==> src/rtl/nibble_serial_adder.sv <==
// Multi-cycle W-bit adder built on one 4-bit ripple-carry adder, one nibble per clock, LSB first.
// Optional signed-overflow output is enabled by defining NSA_OVF_EN.

module rca (
  input  logic [3:0] a,
  input  logic [3:0] b,
  input  logic       c_in,
  output logic [3:0] sum,
  output logic       c_out
);
  assign {c_out, sum} = {1'b0, a} + {1'b0, b} + {4'b0000, c_in};
endmodule

module nibble_serial_adder #(
  parameter int NIBBLES = 4
) (
  input  logic                   clk,
  input  logic                   rst_n,
  input  logic                   in_valid,
  output logic                   in_ready,
  input  logic [4*NIBBLES-1:0]   a,
  input  logic [4*NIBBLES-1:0]   b,
  input  logic                   c_in,
  output logic                   out_valid,
  input  logic                   out_ready,
  output logic [4*NIBBLES-1:0]   sum,
  output logic                   c_out,
  output logic                   busy
`ifdef NSA_OVF_EN
  ,
  output logic                   ovf
`endif
);
  localparam int W  = 4 * NIBBLES;
  localparam int IW = (NIBBLES > 1) ? $clog2(NIBBLES) : 1;
  localparam logic [IW-1:0] LAST_IDX = IW'(NIBBLES - 1);

  typedef enum logic [1:0] {IDLE, ADD, DONE} state_t;

  state_t          state_q;
  logic [W-1:0]    a_q, b_q, work_q, work_d, sum_q;
  logic [IW-1:0]   idx_q;
  logic            carry_q, c_out_q;
  logic            in_ready_q, out_valid_q, busy_q;
  logic [3:0]      a_nib [NIBBLES];
  logic [3:0]      b_nib [NIBBLES];
  logic [3:0]      rca_sum;
  logic            rca_cout;

  genvar gi;
  generate
    for (gi = 0; gi < NIBBLES; gi++) begin : g_nib
      assign a_nib[gi] = a_q[gi*4 +: 4];
      assign b_nib[gi] = b_q[gi*4 +: 4];
      // Work register with the current nibble already merged in, so the final edge sees the full result.
      assign work_d[gi*4 +: 4] = (idx_q == IW'(gi)) ? rca_sum : work_q[gi*4 +: 4];
    end
  endgenerate

  rca u_rca (
    .a     (a_nib[idx_q]),
    .b     (b_nib[idx_q]),
    .c_in  (carry_q),
    .sum   (rca_sum),
    .c_out (rca_cout)
  );

`ifdef NSA_OVF_EN
  logic ovf_q;
  always_ff @(posedge clk or negedge rst_n) begin
    if (!rst_n) begin
      ovf_q <= 1'b0;
    end else if (state_q == ADD && idx_q == LAST_IDX) begin
      ovf_q <= rca_cout ^ (a_q[W-1] ^ b_q[W-1] ^ work_d[W-1]);
    end
  end
  assign ovf = ovf_q;
`endif

  always_ff @(posedge clk or negedge rst_n) begin
    if (!rst_n) begin
      state_q     <= IDLE;
      in_ready_q  <= 1'b1;
      out_valid_q <= 1'b0;
      busy_q      <= 1'b0;
      a_q         <= '0;
      b_q         <= '0;
      work_q      <= '0;
      sum_q       <= '0;
      c_out_q     <= 1'b0;
      idx_q       <= '0;
      carry_q     <= 1'b0;
    end else begin
      case (state_q)
        IDLE: begin
          if (in_valid) begin
            a_q        <= a;
            b_q        <= b;
            carry_q    <= c_in;
            idx_q      <= '0;
            state_q    <= ADD;
            in_ready_q <= 1'b0;
            busy_q     <= 1'b1;
          end
        end
        ADD: begin
          work_q  <= work_d;
          carry_q <= rca_cout;
          idx_q   <= idx_q + IW'(1);
          if (idx_q == LAST_IDX) begin
            sum_q       <= work_d;
            c_out_q     <= rca_cout;
            idx_q       <= '0;
            state_q     <= DONE;
            out_valid_q <= 1'b1;
          end
        end
        DONE: begin
          if (out_ready) begin
            state_q     <= IDLE;
            out_valid_q <= 1'b0;
            in_ready_q  <= 1'b1;
            busy_q      <= 1'b0;
          end
        end
        default: begin
          state_q     <= IDLE;
          out_valid_q <= 1'b0;
          in_ready_q  <= 1'b1;
          busy_q      <= 1'b0;
        end
      endcase
    end
  end

  assign in_ready  = in_ready_q;
  assign out_valid = out_valid_q;
  assign busy      = busy_q;
  assign sum       = sum_q;
  assign c_out     = c_out_q;

endmodule

==> config.mk <==
export PLATFORM = sky130hd
export DESIGN_NAME = nibble_serial_adder
export DESIGN_NICKNAME = d
export VERILOG_FILES = /design/src/rtl/nibble_serial_adder.sv
export SDC_FILE = /design/constraint.sdc
export NUM_CORES = 1
export LEC_CHECK = 0
export BUFFER_PORTS_ARGS = -buffer_cell sky130_fd_sc_hd__buf_2
export CORE_MARGIN = 2
export CORE_UTILIZATION = 56
export DETAILED_ROUTE_END_ITERATION = 10
export PLACE_DENSITY = 0.8
export SLEW_MARGIN = 10
export SYNTH_ARGS = -nofsm -noshare
export SYNTH_HDL_FRONTEND = slang
export SYNTH_HIERARCHICAL = 1
export SYNTH_SLANG_ARGS = --single-unit
==> constraint.sdc <==
create_clock -name clk -period 3.2 [get_ports clk]
set_clock_uncertainty 0.05 [all_clocks]
set_input_delay 0.8 -clock clk [delete_from_list [all_inputs] [get_ports clk]]
set_output_delay 0.8 -clock clk [all_outputs]
set_load 0.005 [all_outputs]
* Yosys cells after proc, flatten, opt, wreduce, memory -nomap -nowiden
Index checks and enable logic that the tools add are counted.
** Word-level totals
- Register bits :: 73
- Bits of input ports :: 37
- Output and inout bits :: 20
- Logic and storage cells :: 62
** Operators by class
- Add/subtract/negate cells :: 3
- $lt $le $gt $ge :: 1
- Equal/unequal tests :: 8
- Mux-type cells :: 27
- Bitwise operators :: 3
- Reductions and logical operators :: 9
** Operators by type and width (number)
- $mux W4 :: 8
- $bmux W4 S2 :: 2
- $mux W2 :: 5
- $pmux W1 S3 :: 3
- $reduce_and A3 Y1 :: 3
- $eq A2 B2 Y1 const B :: 3
- $mux W1 :: 6
- $ne A2 B2 Y1 const B :: 3
- $pmux W2 S3 :: 1
- $reduce_and A2 Y1 :: 3
- $add A4 B4 Y5 :: 1
- $add A5 B1 Y5 :: 1
- $eq A2 B1 Y1 const B :: 2
- $logic_not A2 Y1 :: 2
- $pmux W2 S2 :: 1
- $ge A3 B3 Y1 const B :: 1
- $not A2 Y3 :: 1
- $add A2 B1 Y2 const B :: 1
- $not A1 Y1 :: 2
- $pmux W1 S2 :: 1
- $reduce_bool A2 Y1 :: 1

* Depth between registers and ports, before layout
- Depth in word-level cells :: 7
- Depth in mapped cells :: 10
- Mapped depth without buffers :: 9

* Hierarchy
The synthesis kept the hierarchy.
** By module, submodules not included
- nibble_serial_adder :: instances 1, cells each 216, area an instance 3184.3 um^2, seq. area each 1727.9 um^2
- rca :: instances 1, cells each 16, area an instance 143.9 um^2, seq. area each 0.0 um^2

* Worst setup path before layout
Ideal clock, no wire load.
- Path type :: register to register
- Start :: register idx_q[0]
- End :: register c_out_q, in the netlist c_out
- Setup time :: 125 ps
- Data arrival time :: 2389 ps
- Data required time :: 3025 ps
- Slack :: 636 ps
- Stages on the path, launching flop included :: 10
- Path buffers :: 1
- Clock period less this slack :: 2564 ps
- Cells stage by stage :: dfrtp_1 buf_2 mux4_2 fa_1 inv_1 fa_1 nor2b_1 o21ai_0 nand2b_1 mux2_2
** Between the ends
- Word-level cells in the longest chain between the ends :: 6
- Elaborated cells between the ends (all ways) :: 11
- Classes of those cells :: add/sub: 2; eq/ne: 1; mux: 6; bitwise: 1; reduce/logical: 1
** RTL lines
- from (decl) :: RTL line 42 : logic [IW-1:0] idx_q;
- from (signal assigned) :: RTL line 109 : idx_q <= idx_q + IW'(1);
- $not A2 Y3 (implied by the code) * :: RTL line 61, 62
- $bmux W4 S2, on equally long branches :: RTL line 61, 62
- $mux W4, on equally long branches (2 in a row) :: RTL line 61, 62
- $add A4 B4 Y5 * :: RTL line 11 : assign {c_out, sum} = {1'b0, a} + {1'b0, b} + {4'b0000, c_in};
- $add A5 B1 Y5 * :: RTL line 11
- via rca_cout :: RTL line 48 : logic rca_cout;
- to (signal assigned) :: RTL line 112 : c_out_q <= rca_cout;
- to (decl) :: RTL line 43 : logic carry_q, c_out_q;
Mark *: on every way through the listed nets, which the timed path passes. The rest lies on a longest branch. The select of a mux whose other input is x is not followed.
A chain may end at the register's enable or synchronous reset.

* Worst setup path after layout
- Start :: register idx_q[0]
- End :: register sum_q[1], in the netlist sum[1]
** Between the ends
- Word-level cells in the longest chain between the ends :: 7
- Elaborated cells between the ends (all ways) :: 13
- Classes of those cells :: add/sub: 2; eq/ne: 1; mux: 7; bitwise: 1; reduce/logical: 2
** RTL lines
- $not A2 Y3 (implied by the code) * :: RTL line 61, 62
- $bmux W4 S2, on equally long branches :: RTL line 61, 62
- $mux W4, on equally long branches (2 in a row) :: RTL line 61, 62
- $add A4 B4 Y5 * :: RTL line 11
- $add A5 B1 Y5 * :: RTL line 11
- via rca_sum[1] :: RTL line 47 : logic [3:0] rca_sum;
- $mux W4 * :: RTL line 56 : assign work_d[gi*4 +: 4] = (idx_q == IW'(gi)) ? rca_sum : work_q[gi*4 +: 4];
- to (signal assigned) :: RTL line 111 : sum_q <= work_d;
- to (decl) :: RTL line 41 : logic [W-1:0] a_q, b_q, work_q, work_d, sum_q;
Marks and branches as above.

==> results.py <==
metrics = {
    "hold_path": {
        "worstHoldStart": "sum[10]$_DFFE_PN0P_",
        "hold-path-endpoint": "sum[10]$_DFFE_PN0P_",
        "holdCritPathClass": "register to register",
        "worstHoldPathCells": 2,
    },
    "route": {
        "ant_nets": 0,
        "drt_iter0_drc": 91,
        "detail_route.wl_per_cell_um": 15.6,
        "routed_via_density": 5.22,
        "wirelength_mm": 5.77,
        "vias": 1937,
        "drc_errors": 0,
        "dr.pass1.iters": 4,
    },
    "synthesis": {
        "yosys.area_share.xor_xnor_pct": 0.526,
        "synthAdderAreaFrac_pct": 3.83,
        "ys_top_cells_by_count": "dfrtp_1, mux2_4, nand2_1",
        "ys_types": 30,
        "synth_top_area_share_pct": 51.1,
        "synth_edf_count": 0,
        "synth_most_common_cell": "dfrtp_1",
        "ys_ff_latch": 69,
        "synth_flop_cell": "dfrtp_1",
        "yosys.area.top_type": "dfrtp_1",
        "synth_mux_area_share_pct": 29.3,
        "synth_warnings": 6,
        "syn_area_per_cell_um2": 14.3,
        "async_flop_share_pct": 100,
        "synth_compound_area_share_pct": 4.17,
        "synthCells": 232,
        "ys_seq_area_share_pct": 51.9,
        "yosys-top-cells-area": "dfrtp_1, mux2_4, mux2_2",
        "syn_area_um2": 3330,
        "synth_top_family_by_area": "multiplexers",
        "synth_nets": 278,
        "synth-simple-area-share_pct": 5.56,
    },
    "die": {
        "die_y_um": 81.1,
        "floorplan.initialDensity_pct": 57.2,
        "dieArea_um2": 6580,
        "rows": 28,
        "core-area_um2": 5820,
        "die_x_um": 81.1,
        "io-pin-count": 57,
    },
    "place": {
        "place.gp.congestion": 0.777,
        "port_buffers": 56,
        "pre_cts_ws_ns": 0.384,
        "dp_hpwl_mm": 4.28,
    },
    "critical_path": {
        "rr_worst_depth": 7,
        "critPathKind": "register to register",
        "ff2ff_setup_slack_ns": 0.39,
        "cp_data_required_time_ns": 3.40,
        "critPathArrivalTime_ns": 3.02,
        "critPathLaunchType": "register",
        "end_kind": "register",
        "r2r_end": "sum[1]$_DFFE_PN0P_",
        "crit-reg2reg-launch": "idx_q[0]$_DFFE_PN0P_",
        "cp_max_fo": 9,
    },
    "clock_network": {
        "cts_tree": "yes",
        "hold_buffers": 0,
        "cts_buffer_depth": 2,
        "h-tree-depth": 3,
        "cts.sinks": 69,
        "cts_root_buf": "clkbuf_8",
        "worstSkewPairLatency_ns": 0.34,
        "numCtsBuffers": 9,
        "clkSlewWorstSetupHoldPaths_ns": 0.07,
        "post_cts_resized": 0,
        "postCtsSetupRepairBufs": 0,
    },
    "grt": {
        "grt_usage_pct": 20.4,
        "grt_remaining_overflow": 0,
        "grt_pass1_vias": 2065,
        "grt_first_pass_wirelength_mm": 9.78,
        "antenna_found_initial": 0,
        "grt_max_degree": 43,
    },
    "sta": {
        "period_minus_slack_ns": 2.81,
        "worst_slew_pin_slew_ns": 0.893,
        "hold_viol_final": 0,
        "rsz0062_at_grt": "false",
        "drv_slew": 0,
        "maxSlewHeadroom_pct": 40.4,
        "maxClockFrequency_mhz": 355,
        "fin_setup_tns_ns": 0,
        "setup_viol": 0,
        "fin_crit_sh_pct": 87.9,
        "fin_ws_ns": 0.387,
    },
    "pwr": {
        "p_per_area_nw_per_um2": 1250,
        "p_leak_uw": 0.00186,
        "vdd_drop_max_mv": 0.578,
    },
    "cells_and_area": {
        "area_delta_synth_final_pct": 14.6,
        "nets": 337,
        "drive_gt1_share_pct": 46.6,
        "diodes": 0,
    },
    "job": {
        "max_cap_violations": 0,
    },
    "run_status": {
        "status": "complete, no violations",
    },
}
kinds of logic after synthesis:
| kind of cell | Yosys count |
|---|---|
| AOI/OAI and AO/OA | 25 |
| xor gates and xnor gates | 2 |
| adders and majority gates | 9 |
| buffers and inverters | 23 |
| DFF | 69 |
| muxes | 70 |
| and+or+nand+nor | 34 |
worst max-delay path: stages, from the launching register on:
cell and delay (ns):
dfrtp_1 0.67, mux4_2 0.59, fa_1 0.46, inv_1 0.09, fa_1 0.40, inv_1 0.19
mux2i_1 0.11, o21ai_0 0.16
flip-flops by register name (all words and copies together), names as in the netlist:
signal	flops
idx_q	2
out_valid	1
c_out	1
a_q	16
in_ready	1
busy	1
sum	16
b_q	16
state_q	2
carry_q	1
work_q	12
worst max path at each step:
stage / cells past startpoint / end / slack (ns) / startpoint
after floorplan: 9 / c_out$_DFFE_PN0P_ / 0.64 / idx_q[0]$_DFFE_PN0P_
after global placement: 7 / sum[9]$_DFFE_PN0P_ / 0.47 / idx_q[0]$_DFFE_PN0P_
after detailed placement: 7 / sum[7]$_DFFE_PN0P_ / 0.38 / idx_q[0]$_DFFE_PN0P_
after CTS: 7 / sum[7]$_DFFE_PN0P_ / 0.35 / idx_q[0]$_DFFE_PN0P_
after global routing: 7 / sum[11]$_DFFE_PN0P_ / 0.13 / idx_q[0]$_DFFE_PN0P_
final: 7 / sum[1]$_DFFE_PN0P_ / 0.39 / idx_q[0]$_DFFE_PN0P_
stage by stage:
| step | util (%) | instance area (um2) | cells | power, uW | hold slack, ns |
|---|---|---|---|---|---|
| 2_1_floorplan | - | 3330 | 232 | 3480 | 0.423 |
| 3_3_place_gp | 62.5 | 3640 | 355 | 4050 | 0.406 |
| 3_5_place_dp | 62.5 | 3640 | 355 | 4160 | 0.419 |
| 4_1_cts | 65.6 | 3810 | 371 | 4800 | 0.434 |
| 5_1_grt | 65.6 | 3810 | 371 | 5130 | 0.455 |
| 6_report | 65.6 | 3810 | 371 | 4750 | 0.424 |
power by group:
| part | leakage [uW] | internal, uW | switching [uW] |
|---|---|---|---|
| combinational | 0.000939 | 1340 | 1140 |
| sequential | 0.000824 | 1330 | 321 |
| clock | 0.0000921 | 320 | 309 |
cell usage in the layout, fill, tap and decap left out, drive strengths merged, types with 4 or more instances in the layout:
master / count
buf: 62
inv: 9
nor2b: 4
a21oi: 4
ha: 7
clkbuf: 12
mux2: 49
dfrtp: 68
mux4: 8
mux2i: 13
o21ai: 17
nand2: 22
nor2: 5
area by class of cell:
type / count / area [um2]
clock buffers: 12 / 155
clock inverters: 4 / 22.5
fillers: 458 / 2000
inverters: 9 / 33.8
multi-input cells: 140 / 1440
flip-flops and latches: 69 / 1730
well taps: 75 / 93.8
repair buffers: 62 / 338
metal layers:
layer | wire, um | GRT usage [%] | vias to the layer above | share of wire (%)
met5 | 0 | 0 | - | 0
met4 | 110 | 9.66 | 0 | 1.9
met3 | 227 | 4.56 | 11 | 3.9
met2 | 2910 | 33.2 | 41 | 50
met1 | 2520 | 26.1 | 956 | 44
li1 | - | - | 929 | -
Power figures use the tool's default switching activity.
